--- config.mk ---
export PLATFORM = sky130hd
export DESIGN_NAME = sent_rx_decoder
export DESIGN_NICKNAME = d
export VERILOG_FILES = /design/src/rtl/sent_pkg.sv /design/src/rtl/sent_rx_pulse_timer.sv /design/src/rtl/sent_rx_decoder.sv
export SDC_FILE = /design/constraint.sdc
export NUM_CORES = 1
export LEC_CHECK = 0
export CORE_MARGIN = 2
export CORE_UTILIZATION = 41
export DETAILED_ROUTE_END_ITERATION = 10
export DONT_BUFFER_PORTS = 1
export GPL_ROUTABILITY_DRIVEN = 0
export PLACE_DENSITY = 0.66
export SLEW_MARGIN = 20
export SYNTH_ARGS = -nofsm -noshare
export SYNTH_HDL_FRONTEND = slang
export SYNTH_SLANG_ARGS = --single-unit
--- constraint.sdc ---
create_clock -name clk_tx -period 6.5 [get_ports clk_tx]
set_input_delay 0.65 -clock clk_tx [delete_from_list [all_inputs] [get_ports clk_tx]]
set_output_delay 0.65 -clock clk_tx [all_outputs]
set_load 0.03 [all_outputs]
--- src/rtl/sent_pkg.sv ---
// Shared SENT receiver definitions: FSM states, interval classes, tick
// limits, CRC seed/table and the two small helpers built on them.
package sent_pkg;

    typedef enum logic [2:0] {
        ST_WAIT_SYNC,
        ST_STATUS,
        ST_DATA,
        ST_CRC,
        ST_POST
    } rx_state_e;

    typedef enum logic [1:0] {
        CLS_ILLEGAL,
        CLS_SYNC,
        CLS_NIBBLE,
        CLS_PAUSE
    } ivl_cls_e;

    localparam int SYNC_MIN  = 55;
    localparam int SYNC_MAX  = 57;
    localparam int NIB_MIN   = 12;
    localparam int NIB_MAX   = 27;
    localparam int PAUSE_MIN = 58;

    localparam logic [3:0] CRC_SEED = 4'b0101;

    // Index 0 sits in the least significant nibble.
    localparam logic [15:0][3:0] CRC_TABLE = {
        4'd5, 4'd8, 4'd2, 4'd15, 4'd11, 4'd6, 4'd12, 4'd1,
        4'd4, 4'd9, 4'd3, 4'd14, 4'd10, 4'd7, 4'd13, 4'd0
    };

    function automatic logic [3:0] crc_step(input logic [3:0] crc, input logic [3:0] nib);
        return nib ^ CRC_TABLE[crc];
    endfunction

    // tmo is the saturation value; intervals at or above it never count as pause.
    function automatic ivl_cls_e classify(input logic [9:0] t, input int tmo);
        int v;
        v = int'(t);
        if (v >= SYNC_MIN && v <= SYNC_MAX) return CLS_SYNC;
        if (v >= NIB_MIN && v <= NIB_MAX)   return CLS_NIBBLE;
        if (v >= PAUSE_MIN && v < tmo)      return CLS_PAUSE;
        return CLS_ILLEGAL;
    endfunction

endpackage

--- src/rtl/sent_rx_pulse_timer.sv ---
// SENT line timing: 2-flop synchronizer, falling-edge detect, tick prescaler
// and saturating tick counter. Reports the rounded fe-to-fe interval and a
// one-cycle timeout pulse when the open interval reaches TMO_TICKS.
module sent_rx_pulse_timer #(
    parameter int CLK_PER_TICK = 4,
    parameter int TMO_TICKS    = 1023
) (
    input  logic       clk_tx,
    input  logic       reset_tx,
    input  logic       sent_in_i,
    output logic       fe_strobe_o,
    output logic [9:0] interval_o,
    output logic       timeout_o
);
    localparam int PW = (CLK_PER_TICK > 1) ? $clog2(CLK_PER_TICK) : 1;
    localparam logic [PW-1:0] PRE_LAST = PW'(CLK_PER_TICK - 1);
    localparam logic [PW-1:0] PRE_HALF = PW'(CLK_PER_TICK / 2);
    localparam logic [9:0]    TMO      = 10'(TMO_TICKS);

    logic          s1_q, s2_q, s3_q;
    logic [PW-1:0] pre_q, pre_d;
    logic [9:0]    tick_q, tick_d;
    logic          tmo_q, tmo_d;
    logic          wrap;

    assign fe_strobe_o = s3_q & ~s2_q;
    assign wrap        = (pre_q == PRE_LAST);
    // Rounding is suppressed once saturated so the result stays at TMO.
    assign interval_o  = tick_q + {9'd0, (pre_q >= PRE_HALF) && (tick_q != TMO)};
    assign timeout_o   = tmo_q;

    // Synchronizer plus edge-history flop; idle line level is high.
    always_ff @(posedge clk_tx or posedge reset_tx) begin
        if (reset_tx) begin
            s1_q <= 1'b1;
            s2_q <= 1'b1;
            s3_q <= 1'b1;
        end else begin
            s1_q <= sent_in_i;
            s2_q <= s1_q;
            s3_q <= s2_q;
        end
    end

    // Prescaler/tick counter next state; a falling edge restarts both.
    always_comb begin
        pre_d  = wrap ? '0 : pre_q + PW'(1);
        tick_d = tick_q;
        tmo_d  = 1'b0;
        if (wrap && tick_q != TMO) begin
            tick_d = tick_q + 10'd1;
            tmo_d  = (tick_q == TMO - 10'd1);
        end
        if (fe_strobe_o) begin
            pre_d  = '0;
            tick_d = '0;
            tmo_d  = 1'b0;
        end
    end

    // Counter registers.
    always_ff @(posedge clk_tx or posedge reset_tx) begin
        if (reset_tx) begin
            pre_q  <= '0;
            tick_q <= '0;
            tmo_q  <= 1'b0;
        end else begin
            pre_q  <= pre_d;
            tick_q <= tick_d;
            tmo_q  <= tmo_d;
        end
    end

endmodule

--- src/rtl/sent_rx_decoder.sv ---
// SENT receiver decoder: classifies intervals, assembles status + NUM_DATA
// data nibbles + CRC, checks the CRC and strobes frame_valid.
// Optional build macro SENT_RX_PAUSE_EN: accept one pause pulse between
// frames instead of treating it as a framing error.
module sent_rx_decoder
    import sent_pkg::*;
#(
    parameter int CLK_PER_TICK = 4,
    parameter int NUM_DATA     = 6,
    parameter int TMO_TICKS    = 1023
) (
    input  logic        clk_tx,
    input  logic        reset_tx,
    input  logic        enable,
    input  logic        sent_in,
    input  logic        crc_mode,
    output logic        frame_valid,
    output logic [3:0]  status_nibble,
    output logic [23:0] data_out,
    output logic [3:0]  crc_rx,
    output logic        crc_err,
    output logic        frame_err,
    output logic        busy
);
    localparam int DW = 4 * NUM_DATA;

    logic       fe, timeout;
    logic [9:0] interval;
    ivl_cls_e   cls;
    logic [3:0] nib, crc_fin;
    logic       in_frame;

    rx_state_e   state_q, state_d;
    logic [3:0]  stat_w_q, stat_w_d;
    logic [DW-1:0] data_w_q, data_w_d;
    logic [3:0]  crc_q, crc_d;
    logic [2:0]  idx_q, idx_d;
    logic [3:0]  status_q, status_d, crc_rx_q, crc_rx_d;
    logic [DW-1:0] data_o_q, data_o_d;
    logic        fv_q, fv_d, crc_err_q, crc_err_d, ferr_q, ferr_d;
`ifdef SENT_RX_PAUSE_EN
    logic        pause_q, pause_d;
`endif

    sent_rx_pulse_timer #(
        .CLK_PER_TICK (CLK_PER_TICK),
        .TMO_TICKS    (TMO_TICKS)
    ) u_timer (
        .clk_tx      (clk_tx),
        .reset_tx    (reset_tx),
        .sent_in_i   (sent_in),
        .fe_strobe_o (fe),
        .interval_o  (interval),
        .timeout_o   (timeout)
    );

    assign cls      = classify(interval, TMO_TICKS);
    // Nibble intervals are 12..27, so the low 4 bits minus 12 wrap to the value.
    assign nib      = interval[3:0] - 4'd12;
    assign crc_fin  = crc_mode ? crc_step(crc_q, 4'h0) : crc_q;
    assign in_frame = (state_q == ST_STATUS) || (state_q == ST_DATA) || (state_q == ST_CRC);

    assign frame_valid   = fv_q;
    assign status_nibble = status_q;
    assign data_out      = 24'(data_o_q);
    assign crc_rx        = crc_rx_q;
    assign crc_err       = crc_err_q;
    assign frame_err     = ferr_q;
    assign busy          = in_frame;

    // Frame FSM: advances on falling edges; timeout and enable abort.
    always_comb begin
        state_d   = state_q;
        stat_w_d  = stat_w_q;
        data_w_d  = data_w_q;
        crc_d     = crc_q;
        idx_d     = idx_q;
        status_d  = status_q;
        data_o_d  = data_o_q;
        crc_rx_d  = crc_rx_q;
        crc_err_d = crc_err_q;
        fv_d      = 1'b0;
        ferr_d    = 1'b0;
`ifdef SENT_RX_PAUSE_EN
        pause_d   = pause_q;
`endif
        if (!enable) begin
            state_d = ST_WAIT_SYNC;
        end else if (fe) begin
            case (state_q)
                ST_WAIT_SYNC: if (cls == CLS_SYNC) state_d = ST_STATUS;
                ST_STATUS: begin
                    if (cls == CLS_NIBBLE) begin
                        stat_w_d = nib;
                        crc_d    = CRC_SEED;
                        idx_d    = '0;
                        state_d  = ST_DATA;
                    end else begin
                        ferr_d  = 1'b1;
                        state_d = ST_WAIT_SYNC;
                    end
                end
                ST_DATA: begin
                    if (cls == CLS_NIBBLE) begin
                        data_w_d = (data_w_q << 4) | DW'(nib);
                        crc_d    = crc_step(crc_q, nib);
                        if (idx_q == 3'(NUM_DATA - 1)) state_d = ST_CRC;
                        else                            idx_d   = idx_q + 3'd1;
                    end else begin
                        ferr_d  = 1'b1;
                        state_d = ST_WAIT_SYNC;
                    end
                end
                ST_CRC: begin
                    if (cls == CLS_NIBBLE) begin
                        crc_rx_d  = nib;
                        crc_err_d = (nib != crc_fin);
                        status_d  = stat_w_q;
                        data_o_d  = data_w_q;
                        fv_d      = 1'b1;
                        state_d   = ST_POST;
                    end else begin
                        ferr_d  = 1'b1;
                        state_d = ST_WAIT_SYNC;
                    end
                end
                ST_POST: begin
                    if (cls == CLS_SYNC) state_d = ST_STATUS;
`ifdef SENT_RX_PAUSE_EN
                    else if (cls == CLS_PAUSE && !pause_q) pause_d = 1'b1;
`endif
                    else begin
                        ferr_d  = 1'b1;
                        state_d = ST_WAIT_SYNC;
                    end
                end
                default: state_d = ST_WAIT_SYNC;
            endcase
        end else if (timeout) begin
            ferr_d  = in_frame;
            state_d = ST_WAIT_SYNC;
        end
`ifdef SENT_RX_PAUSE_EN
        // Only one pause is tolerated per inter-frame gap.
        if (state_d != ST_POST) pause_d = 1'b0;
`endif
    end

    // Decoder state and output registers.
    always_ff @(posedge clk_tx or posedge reset_tx) begin
        if (reset_tx) begin
            state_q   <= ST_WAIT_SYNC;
            stat_w_q  <= '0;
            data_w_q  <= '0;
            crc_q     <= '0;
            idx_q     <= '0;
            status_q  <= '0;
            data_o_q  <= '0;
            crc_rx_q  <= '0;
            crc_err_q <= 1'b0;
            fv_q      <= 1'b0;
            ferr_q    <= 1'b0;
`ifdef SENT_RX_PAUSE_EN
            pause_q   <= 1'b0;
`endif
        end else begin
            state_q   <= state_d;
            stat_w_q  <= stat_w_d;
            data_w_q  <= data_w_d;
            crc_q     <= crc_d;
            idx_q     <= idx_d;
            status_q  <= status_d;
            data_o_q  <= data_o_d;
            crc_rx_q  <= crc_rx_d;
            crc_err_q <= crc_err_d;
            fv_q      <= fv_d;
            ferr_q    <= ferr_d;
`ifdef SENT_RX_PAUSE_EN
            pause_q   <= pause_d;
`endif
        end
    end

endmodule

==> results of run 1 <==
[final timing paths]
| kind | start | to | slack (ps) |
|---|---|---|---|
| setup / recovery | u_timer.tick_q[4] | state_q[0] | 2030 |
| hold / removal | reset_tx | idx_q[1] | 120 |
| setup reg to reg | u_timer.tick_q[4] | state_q[0] | 2030 |
| hold reg to reg | u_timer.s1_q | u_timer.s2_q | 360 |
| max in group asynchronous | reset_tx | data_w_q[9] | 5180 |
| min in group clk_tx | sent_in | u_timer.s1_q | 290 |
[logic make-up (layout without fill, tap and decap cells)]
family,after synthesis,count (layout),synth area share
adders and majority gates,12,12,0.0346
xor gates and xnor gates,22,22,0.0443
AOI/OAI and AO/OA,44,44,0.0726
and+or+nand+nor,102,102,0.134
buffers and inverters,31,30,0.0348
DFF,89,89,0.513
muxes,61,61,0.166
[cell usage in the layout (no fill, tap or decap), types with 9 or more instances in the layout]
| cell | n |
|---|---|
| clkbuf_8 | 9 |
| ha_1 | 12 |
| xnor2_1 | 16 |
| a21oi_1 | 9 |
| mux2_4 | 10 |
| nand2_1 | 23 |
| dfrtp_1 | 86 |
| nor2_1 | 22 |
| mux2_2 | 43 |
| o21ai_0 | 9 |
| inv_1 | 10 |
[metal layers]
metal,wire [um],share of wire
met5,0,0
met4,67,0.0084
met3,286,0.036
met2,3850,0.49
met1,3730,0.47
[critical path: stages, from the launching register on]
cell,delay (ps)
dfrtp_1,520
and4_1,290
nand4_1,140
o21a_1,160
ha_1,210
ha_1,250
xnor2_1,550
inv_1,140
ha_1,260
a21boi_0,130
or4_1,500
a221oi_2,430
a31oi_1,170
or2_0,260
o41ai_1,350
[cell type report]
type | count | area (um^2) | area share
clock buffers | 9 | 124 | 0.0269
clock inverters | 6 | 43.8 | 0.00951
inverters | 11 | 42.5 | 0.00924
multi-input cells | 241 | 1960 | 0.426
flip-flops and latches | 89 | 2230 | 0.485
well taps | 136 | 170 | 0.0370
repair buffers | 4 | 30.0 | 0.00652
[where the power goes]
group | total [W] | switching [W] | internal [W]
Clock | 0.000335 | 0.000197 | 0.000138
Sequential | 0.000585 | 0.0000188 | 0.000567
Combinational | 0.000169 | 0.000107 | 0.0000621
Total | 0.00109 | 0.000323 | 0.000767
[registers in the layout, summed over array words and instances (netlist names), 3 cells and up]
signal / flops
u_timer.tick_q: 10
data_w_q: 24
data_out: 24
crc_q: 4
status_nibble: 4
idx_q: 3
crc_rx: 4
state_q: 3
stat_w_q: 4
[stage by stage]
stage                     hold slack [ps]  utilization
after floorplan                       345            -
after global placement                348        0.430
after detailed placement              348        0.430
after CTS                             111        0.446
after global routing                  117        0.446
final                                 116        0.446
==> results.cfg, run 1 <==
[outcome]
status = completed

[grt]
grt.met1_usage = 0.195
antenna_found_initial = 0
grt_pass1_vias = 2536
track_usage = 0.147
grt_max_degree = 74
busiest_layer = met2
use_met3 = 0.0462
grt_overflow_total = 0
grt_pass1_wl_um = 13100
met2_usage = 0.233

[sta]
fin_setup_tns_ps = 0
maxSlewViolCount = 0
hold_violations = 0
worst_slack_ps = 2030
skew_ps = 7.82
post-route-period-util = 0.687
worstMarginPinSlew_ps = 899
rsz0062_at_grt = no
fmax_mhz = 224
min_period_ps = 4470
max_slew_margin = 0.401
setup_viol = 0

[synth]
synth_commonest_cells = 86 x dfrtp_1, 43 x mux2_2, 23 x nand2_1, 22 x nor2_1, 16 x xnor2_1
yosysMostFrequentCell = dfrtp_1
postSynthNetCount = 378
netlist_area_um2 = 4350
yosysTopAreaCell = dfrtp_1
synth_cell_types = 57
synth.area.top_cells = dfrtp_1 50%, mux2_2 11%, ha_1 3.5%
yosysSeqAreaShare = 0.513
yosysWarnings = 0
synth_flop_cell = dfrtp_1
syn_avg_cell_area_um2 = 12.0
yosys_register_bits = 89
synthArstFlopShare = 1.00
yosysTopAreaCellShare = 0.495
synth_edf_count = 0
syn_inst = 361

[floorplanning]
rows = 37
top_level_ports = 41
die_x_um = 107
core-area_um2 = 10300
die_y_um = 107
dieArea_um2 = 11400
start_util = 0.421

[placement]
dp.cells = 481
placed_area_um2 = 4440
portBuffers = 0
hpwl_um = 5250
place_ws_ps = 2060

[worst_setup_path]
criticalPathCategory = reg2reg
arrival_ps = 4720
cp_data_required_time_ps = 6760
crit_fanout = 10
cp-end-kind = flop
crit_path_start_kind = flop
rr_worst_depth = 14

[clocking]
post-cts-setup-buffers = 0
insertion_delay_ps = 360
cts-resized-gates = 0
cts_htree_levels = 3
cts_root_buffer = clkbuf_8
clk_path_buf_depth = 2
cts_tree = yes
hold_buffers = 0
cts_buffers = 9
cts.sinks = 89
clk_pin_slew_ps = 90

[layout]
stdcell_area_um2 = 4600
fillers = 927
fin_cells = 496
layout-drive-gt1-share = 0.236
syn_to_final_growth_pct = 5.96
nets = 373
diodes = 0

[job]
cap_viol_max_count = 0

[route]
drc = 0
vias = 2668
drt_wl_total_um = 7930
vias_per_cell = 5.38
dr.pass1.iters = 4
ant_nets = 0
wire_per_inst_um = 16.0
drt-initial-drc-count = 141

[worst_hold_path]
hold_class = in2async

[power]
ir_drop_uv = 126
p_leak_nw = 2.10
powerDensity_nw_per_um2 = 237
fin_total_pwr_w = 0.00109
No activity file was read; power rests on OpenSTA's default activity.
==> run 2: changes to the inputs <==
clock period = 4.51 ns   (was 6.5 ns; I/O delays follow)
==> results.cfg, run 2 (synthesis gave the netlist of run 1 again) <==
[outcome]
status = completed

[clocking]
cts_buffers = 9
clk_path_buf_depth = 2
hold_buffers = 0
cts_root_buffer = clkbuf_8
insertion_delay_ps = 360
cts-resized-gates = 0
cts_tree = yes
cts.sinks = 89
post-cts-setup-buffers = 0
clk_pin_slew_ps = 100
cts_htree_levels = 3

[grt]
use_met3 = 0.0444
grt_overflow_total = 0
track_usage = 0.145
grt_pass1_vias = 2662
met2_usage = 0.235
grt.met1_usage = 0.185
grt_pass1_wl_um = 13100
antenna_found_initial = 0
grt_max_degree = 62
busiest_layer = met2

[layout]
layout-drive-gt1-share = 0.240
final_common_cell = dfrtp_1
nets = 374
layout_common_cells = 86 x dfrtp_1, 43 x mux2_2, 23 x nand2_1
stdcell_area_um2 = 4670
syn_to_final_growth_pct = 7.37
diodes = 0

[placement]
portBuffers = 0
placed_area_um2 = 4470
hpwl_um = 5300
place_ws_ps = 525

[sta]
post-route-period-util = 0.893
fin_setup_tns_ps = 0
min_period_ps = 4030
hold_violations = 0
worstMarginPinSlew_ps = 742
setup_viol = 0
max_slew_margin = 0.505
worst_slack_ps = 481
rsz0062_at_grt = no
maxSlewViolCount = 0
skew_ps = 13.2
fmax_mhz = 248

[route]
drt-initial-drc-count = 148
ant_nets = 0
drt_wl_total_um = 7760
drc = 0
wire_per_inst_um = 15.6
vias = 2676
vias_per_cell = 5.37
dr.pass1.iters = 5

[floorplanning]
dieArea_um2 = 11400
die_x_um = 107
rows = 37
die_y_um = 107
top_level_ports = 41
start_util = 0.421
core-area_um2 = 10300

[worst_setup_path]
crit_path_start_kind = flop
crit_fanout = 10
path_delay_family = simple AND/OR/NAND/NOR gates
arrival_ps = 4280
r2r_setup_slack_ps = 480
crit_path_max_incr_delay_ps = 510
worstReg2RegEnd = state_q[0]
criticalPathCategory = reg2reg
path_common_cell = ha_1
rr_worst_depth = 14
cp_data_required_time_ps = 4760
cp-end-kind = flop
crit_chain = and4_1 > nand4_1 > o21a_1 > ha_1 > ha_1 > xnor2_1 > buf_4 > ha_1 > a21boi_0 > or4_1 > a221oi_2 > a31oi_1 > or2_0 > o41ai_1
worst-path-buf-inv = 1
cp-startpoint = u_timer.tick_q[4]
cp_slowest_cell = dfrtp_1
rr_startpoint = u_timer.tick_q[4]

[job]
cap_viol_max_count = 0

[power]
powerDensity_nw_per_um2 = 347
p_leak_nw = 2.12
ir_drop_uv = 179
switchingPower_w = 0.000494
p_seq_frac = 0.522
p_int_w = 0.00112
netSwitchingFraction = 0.306
combPwrFrac = 0.150
p_clk_frac = 0.328

[worst_hold_path]
hold_class = in2async
==> run 2: how the worst max path moves through the flow <==
stage            endpoint  slack [ps]  cells after the start
2_1_floorplan  state_q[0]         630                     15
3_3_place_gp   state_q[0]         670                     14
3_5_place_dp   state_q[0]         520                     14
4_1_cts        state_q[0]         500                     14
5_1_grt          crc_q[0]         110                     14
6_report       state_q[0]         480                     14
==> run 2: final cells by class <==
type,instances,area [um^2]
Tap cell,136,170
Timing Repair Buffer,5,62.6
Multi-Input combinational cell,241,1960
Inverter,11,43.8
Clock buffer,9,124
Clock inverter,7,71.3
Sequential cell,89,2230
Fill cell,939,5660
==> run 2: layer usage <==
| layer | wire [um] | part of all wire |
|---|---|---|
| met5 | 0 | 0 |
| met4 | 147 | 0.019 |
| met3 | 323 | 0.042 |
| met2 | 3810 | 0.49 |
| met1 | 3490 | 0.45 |
==> run 2: power groups by stage <==
stage | sequential [W] | combinational (W) | clock [W]
floorplan | 0.000852 | 0.000191 | 0
global placement | 0.000859 | 0.000238 | 0
detailed placement | 0.000860 | 0.000243 | 0
CTS | 0.000844 | 0.000245 | 0.000550
global route | 0.000849 | 0.000278 | 0.000587
finish | 0.000844 | 0.000243 | 0.000530
==> run 2: through the flow <==
stage	utilization	hold slack, ps	instances	power (W)
floorplan	-	345	361	0.00104
global route	0.452	48.6	498	0.00171
CTS	0.452	63.1	498	0.00164
detailed placement	0.433	349	482	0.00110
global placement	0.433	348	482	0.00110
finish	0.452	81.9	498	0.00162
==> run 3: changes to the inputs <==
CORE_ASPECT_RATIO = 1.1   (was default)
==> results.cfg, run 3 (synthesis gave the netlist of run 1 again) <==
[outcome]
status = completed

[layout]
stdcell_area_um2 = 4740
syn_to_final_growth_pct = 9.10
multi_input_area_um2 = 1960
utilization = 0.458
final-seq-area_um2 = 2230
final_common_cell = dfrtp_1
fillers = 963
layout-drive-gt1-share = 0.240
layout_common_cells = 86 x dfrtp_1, 43 x mux2_2, 23 x nand2_1
nets = 375
diodes = 0

[floorplanning]
core-area_um2 = 10300
die_x_um = 102
dieArea_um2 = 11400
start_util = 0.420
rows = 39
top_level_ports = 41
die_y_um = 112

[clocking]
clk_path_buf_depth = 2
clk_pin_slew_ps = 70
cts_htree_levels = 3
cts.sinks = 89
cts-resized-gates = 0
post-cts-setup-buffers = 0
insertion_delay_ps = 340
cts_tree = yes
cts_buffers = 9
hold_buffers = 0
cts_root_buffer = clkbuf_16

[worst_setup_path]
crit_path_start_kind = flop
path_common_cell = ha_1
arrival_ps = 4240
criticalPathCategory = reg2reg
crit_fanout = 10
cp-end-kind = flop
rr_worst_depth = 14
crit_path_max_incr_delay_ps = 520
crit_chain = and4_1 > nand4_1 > o21a_1 > ha_1 > ha_1 > xnor2_1 > buf_4 > ha_1 > a21boi_0 > or4_1 > a221oi_2 > a31oi_1 > or2_0 > o41ai_1
cp_slowest_cell = dfrtp_1
cp_data_required_time_ps = 4730

[sta]
setup_viol = 0
fmax_mhz = 249
post-route-period-util = 0.890
rsz0062_at_grt = no
hold_violations = 0
worst_slack_ps = 495
skew_ps = 9.26
min_period_ps = 4020
fin_setup_tns_ps = 0
worstMarginPinSlew_ps = 700
max_slew_margin = 0.534
maxSlewViolCount = 0

[power]
fin_total_pwr_w = 0.00178
powerDensity_nw_per_um2 = 375
p_leak_nw = 2.15
ir_drop_uv = 172

[route]
vias = 2742
drc = 0
drt_wl_total_um = 7660
drt-initial-drc-count = 102
dr.pass1.iters = 4
ant_nets = 0
wire_per_inst_um = 15.1
vias_per_cell = 5.42

[placement]
portBuffers = 0
place_ws_ps = 507
placed_area_um2 = 4460
hpwl_um = 5360

[grt]
grt_pass1_vias = 2711
track_usage = 0.142
grt_max_degree = 59
grt_pass1_wl_um = 13000
grt_overflow_total = 0
antenna_found_initial = 0

[job]
cap_viol_max_count = 0

[worst_hold_path]
hold_class = in2async
-- run 3: changes by cell type in the layout (fill, tap and decap cells not counted), sizes merged --
cell | previous run | this run
inv | 14 | 13
clkinv | 2 | 0
clkbuf | 9 | 10
clkinvlp | 2 | 4
buf | 5 | 6
-- run 3: final cells by class --
class	count	share of cell area
Sequential cell	89	0.471
Tap cell	143	0.0377
Multi-Input combinational cell	241	0.414
Clock buffer	10	0.0483
Clock inverter	6	0.0106
Inverter	11	0.00924
Timing Repair Buffer	6	0.00950
-- run 3: final timing paths --
path / startpoint / endpoint / slack (ps)
max: u_timer.tick_q[4] / state_q[0] / 490
min: reset_tx / data_out[23] / 100
max reg2reg: u_timer.tick_q[4] / state_q[0] / 490
min reg2reg: u_timer.s1_q / u_timer.s2_q / 360
max in group asynchronous: reset_tx / data_w_q[2] / 3540
min in group clk_tx: sent_in / u_timer.s1_q / 110
-- run 3: power by group --
| part | internal (W) | switching [W] | total, W |
|---|---|---|---|
| registers | 0.000818 | 0.0000274 | 0.000845 |
| logic | 0.0000905 | 0.000145 | 0.000236 |
| clock network | 0.000379 | 0.000317 | 0.000696 |
-- run 3: critical path, delay by kind of cell, from the launching register on --
family | cells | cell delay, ps
and+or+nand+nor | 4 | 1170
DFF | 1 | 520
adders and majority gates | 3 | 640
AOI/OAI and AO/OA | 5 | 1190
buffers and inverters | 1 | 180
xor gates and xnor gates | 1 | 190
-- run 3: per-stage QoR --
step	hold slack [ps]	instances
after floorplan	345	361
after global placement	347	490
after detailed placement	347	490
after CTS	93.9	506
after global routing	89.4	506
final	105	506
-- run 3: routing by layer --
metal | part of all wire | global-route usage | wire length, um | up-vias
met1 | 0.44 | 0.177 | 3370 | 1400
met5 | 0 | 0 | 0 | -
met3 | 0.049 | 0.0452 | 379 | 11
met4 | 0.010 | 0.0453 | 77 | 0
li1 | - | - | - | 1278
met2 | 0.50 | 0.232 | 3830 | 53
